`config.mk`:
```
export PLATFORM = sky130hd
export DESIGN_NAME = return_stack
export DESIGN_NICKNAME = d
export VERILOG_FILES = /design/src/rtl/return_stack.sv
export SDC_FILE = /design/constraint.sdc
export NUM_CORES = 1
export LEC_CHECK = 0
export CORE_ASPECT_RATIO = 1.2
export CORE_UTILIZATION = 50
export DETAILED_ROUTE_END_ITERATION = 12
export GPL_TIMING_DRIVEN = 0
export PLACE_DENSITY = 0.71
export SKIP_CTS_REPAIR_TIMING = 1
export SLEW_MARGIN = 20
export SYNTH_ARGS = -nofsm -noshare
export SYNTH_HDL_FRONTEND = slang
export SYNTH_SLANG_ARGS = --single-unit
export TNS_END_PERCENT = 1
```
`constraint.sdc`:
```
create_clock -name clk -period 4.5 [get_ports clk]
set_input_delay 1.125 -clock clk [delete_from_list [all_inputs] [get_ports clk]]
set_output_delay 1.125 -clock clk [all_outputs]
set_load 0.01 [all_outputs]
```
`src/rtl/return_stack.sv`:
```
// return_stack: fixed-depth call/return-address LIFO with sticky
// overflow/underflow flags and an occupancy count. top_data is a
// combinational read of the registered top entry (zero read latency).
module return_stack #(
  parameter int WIDTH = 12,
  parameter int DEPTH = 8,
  parameter int CW    = 4
) (
  input  logic             clk,
  input  logic             rst,
  input  logic             stack_push,
  input  logic             stack_pop,
  input  logic [WIDTH-1:0] push_data,
  output logic [WIDTH-1:0] top_data,
  output logic [CW-1:0]    count,
  output logic             empty,
  output logic             full,
  output logic             stack_overflow,
  output logic             stack_underflow
);

  localparam int AW = $clog2(DEPTH);

  logic [WIDTH-1:0] mem [DEPTH];
  logic [CW-1:0]    count_q, count_d;
  logic             ovf_q, ovf_d;
  logic             unf_q, unf_d;
  logic             we;
  logic [AW-1:0]    wr_idx;
  logic [AW-1:0]    top_idx;
  logic             is_empty, is_full;

  assign is_empty = (count_q == '0);
  assign is_full  = (count_q == CW'(DEPTH));
  assign top_idx  = AW'(count_q - CW'(1));

  // Next-state decode of count, flags and the storage write for each push/pop combination
  always_comb begin
    count_d = count_q;
    ovf_d   = ovf_q;
    unf_d   = unf_q;
    we      = 1'b0;
    wr_idx  = count_q[AW-1:0];
    unique case ({stack_push, stack_pop})
      2'b10: begin
        if (is_full) begin
          ovf_d = 1'b1;
        end else begin
          we      = 1'b1;
          wr_idx  = count_q[AW-1:0];
          count_d = count_q + CW'(1);
        end
      end
      2'b01: begin
        if (is_empty) unf_d = 1'b1;
        else          count_d = count_q - CW'(1);
      end
      2'b11: begin
        // Simultaneous push+pop: replace the top entry, or behave as a
        // plain push (still flagging underflow) when nothing was there to pop.
        we = 1'b1;
        if (is_empty) begin
          wr_idx  = '0;
          count_d = CW'(1);
          unf_d   = 1'b1;
        end else begin
          wr_idx  = top_idx;
        end
      end
      default: ;
    endcase
  end

  // Occupancy and sticky flags; reset overrides any push/pop
  always_ff @(posedge clk) begin
    if (rst) begin
      count_q <= '0;
      ovf_q   <= 1'b0;
      unf_q   <= 1'b0;
    end else begin
      count_q <= count_d;
      ovf_q   <= ovf_d;
      unf_q   <= unf_d;
    end
  end

  // Entry storage; never cleared, only entries below count are ever visible
  always_ff @(posedge clk) begin
    if (we && !rst) mem[wr_idx] <= push_data;
  end

  assign top_data        = is_empty ? '0 : mem[top_idx];
  assign count           = count_q;
  assign empty           = is_empty;
  assign full            = is_full;
  assign stack_overflow  = ovf_q;
  assign stack_underflow = unf_q;

endmodule
```
==> results.py <==
metrics = {
    "sta": {
        "maxSlewViolCount": 0,
        "clock.fmax_ghz": 0.2326,
        "rsz0062_at_grt": "false",
        "slew_headroom_pct": 45.09,
        "hold_viol_final": 0,
        "post-route-period-util_pct": 95.53,
        "min_period_ns": 4.299,
        "skew_ns": 0.01108,
        "holdWs_ns": 0.4744,
        "tns_ns": 0,
        "setup_viol": 0,
        "worst_slew_pin_slew_ns": 0.8192,
        "layout_setup_ws_ns": 0.2013,
    },
    "drt": {
        "wl_met1_um": 3581,
        "wl_um": 8400,
        "met2_length_um": 4184,
        "vias": 2328,
        "firstDrtPassIters": 4,
        "drtIter0Drc": 155,
        "top_layer": "met4",
        "wl_per_cell_um": 21.32,
        "viasPerCell": 5.909,
        "ant_nets": 0,
        "wl_met3_um": 474,
        "drcViolationCount": 0,
    },
    "place": {
        "placement.io_buffers": 34,
        "dp_cells": 378,
        "dp_hpwl_um": 5461,
        "place_ws_ns": 0.5201,
        "place.gp.congestion": 0.8577,
    },
    "cts": {
        "clk_pin_slew_ns": 0.10,
        "cts_buffers": 9,
        "cts_max_level": 3,
        "cts_root_buf": "clkbuf_8",
        "clock-sinks": 102,
        "clkLatencyLatePin_ns": 0.36,
        "cts_buffer_depth": 2,
        "cts_tree": "built",
    },
    "finish": {
        "instances_no_fill": 394,
        "utilization_pct": 61.14,
        "n_antenna_cell": 0,
        "nets": 313,
        "syn_to_final_growth_pct": 18.94,
        "drive_gt1_share_pct": 23.75,
    },
    "yosys": {
        "synth_seq_cells": 102,
        "syn_inst": 240,
        "synthTopCellsByArea": "edfxtp_1 (69%), mux4_2 (13%), dfxtp_1 (2.9%)",
        "ys_seq_area_share_pct": 72.05,
        "yosysWarnings": 0,
        "synth_top_area_share_pct": 69.17,
        "postSynthAreaPerCell_um2": 17.37,
        "ys_types": 33,
        "yosys.area.top_type": "edfxtp_1",
        "synth_area_um2": 4168,
        "syn_nets": 259,
    },
    "floorplanning": {
        "io_pins": 36,
        "die_area_um2": 8706,
        "chipHeight_um": 102.0,
        "rows": 36,
        "die_w_um": 85.35,
        "design.core.area_um2": 8108,
        "initial_core_util_pct": 51.40,
    },
    "grt": {
        "antenna_found_initial": 0,
        "grt_pass1_vias": 2340,
        "track_usage_pct": 21.43,
        "grt_max_degree": 18,
        "grt_pass1_wl_um": 12990,
        "grt-ovfl-total": 0,
    },
    "hold_path": {
        "worstHoldPathType": "reg2reg",
        "holdCritStartpoint": "stack_overflow",
    },
    "critical_path": {
        "worstPathRequired_ns": 3.38,
        "worstReg2RegStart": "count[0]",
        "path_class": "reg2out",
        "critPathCaptureType": "primary output",
        "crit_arrival_ns": 3.17,
        "setup.worst_path.start": "count[0]",
        "cp-start-kind": "register",
        "crit_fanout": 10,
    },
    "flow_run": {
        "cap_violations": 0,
    },
    "power_and_ir_drop": {
        "peakVddDrop_mv": 0.2411,
        "powerDensity_nw_per_um2": 476.4,
        "p_leak_nw": 1.607,
    },
    "outcome": {
        "run_status": "finished clean",
    },
}
worst max-delay path, cell delays in order, from the launching register on:
cell and delay (ns):
dfxtp_1 0.36, buf_2 0.23, inv_1 0.12, ha_1 0.25
nor3b_2 0.59, clkbuf_1 0.60, a21oi_1 0.15, clkdlybuf4s50_1 0.52
per-layer routing:
layer  vias up  track usage [%]
met5         -                0
met4         0            10.90
met3        12            4.685
met2        81            33.44
met1      1176            28.97
li1       1059                -
where the power goes:
| part | switching (mW) | total [mW] | internal, mW | leakage (nW) |
|---|---|---|---|---|
| clock network | 0.311 | 0.572 | 0.261 | 0.0925 |
| registers | 0.0163 | 1.09 | 1.08 | 0.916 |
| logic | 0.373 | 0.694 | 0.321 | 0.598 |
| total | 0.701 | 2.36 | 1.66 | 1.61 |
final timing paths:
kind,end,slack (ns),cells after the start
setup reg to reg,mem[0][0],1.18,8
hold reg to reg,stack_overflow,0.47,2
setup / recovery,top_data[6],0.20,7
hold / removal,stack_overflow,0.47,2
final cells by class:
type	instances	area (µm²)
Fill cell	604	3151
Sequential cell	102	3003
Multi-Input combinational cell	120	1117
Timing Repair Buffer	43	426.7
Clock buffer	10	127.6
Tap cell	95	118.9
Buffer	12	72.57
Clock inverter	6	68.82
Inverter	6	22.52
through the flow:
stage	power, mW	instance area [µm²]
final	2.361	4957
after global routing	2.471	4957
after CTS	2.378	4950
after detailed placement	1.813	4753
after global placement	1.789	4627
after floorplan	1.517	4168
layout by cell type (no fill, tap or decap), drive strengths merged:
cell type,Yosys,final
clkinvlp,0,2
xor2,1,1
a311oi,3,3
edfxtp,96,96
inv,6,8
clkbuf,3,15
o311ai,1,1
clkinv,0,1
nor3,12,12
or2,1,1
o22ai,1,1
buf,9,16
bufinv,0,1
or4b,1,1
clkdlybuf4s50,0,34
and2,1,1
mux2i,1,1
ha,3,3
o221ai,1,1
nand2b,2,2
nor3b,1,1
nor2,8,8
dfxtp,6,6
a31oi,1,1
a21oi,20,20
nand2,28,28
mux4,24,24
nand4,1,1
nor4bb,1,1
xnor2,2,2
nand4b,1,1
o21ai,4,4
mux2,1,1
sequential cells by signal (all words and copies together), names as in the netlist:
name and cells:
stack_underflow 1, stack_overflow 1, count 4, mem 96
kinds of logic after synthesis:
| group | count (synthesis) | share of synthesized area [%] |
|---|---|---|
| compound gates | 31 | 4.323 |
| xor+xnor | 3 | 0.6306 |
| fa+ha+maj | 3 | 0.9007 |
| buf+inv | 18 | 2.101 |
| flops | 102 | 72.05 |
| mux | 26 | 13.48 |
| simple gates | 57 | 6.515 |
cells in the mapped netlist:
cell type,instances
edfxtp_1,96
nand2_1,28
mux4_2,24
a21oi_1,19
nor3_1,12
nor2_1,8
buf_2,7
dfxtp_1,6
inv_1,6
a311oi_1,3
clkbuf_1,3
ha_1,3
o21ai_0,3
nand2b_1,2
xnor2_1,2
a21oi_2,1
a31oi_1,1
and2_1,1
buf_4,1
buf_6,1
mux2_2,1
mux2i_1,1
nand4_1,1
nand4b_1,1
nor3b_2,1
nor4bb_1,1
o21ai_1,1
o221ai_1,1
o22ai_1,1
o311ai_0,1
or2_2,1
or4b_4,1
xor2_1,1
(Power assumes the default switching activity.)
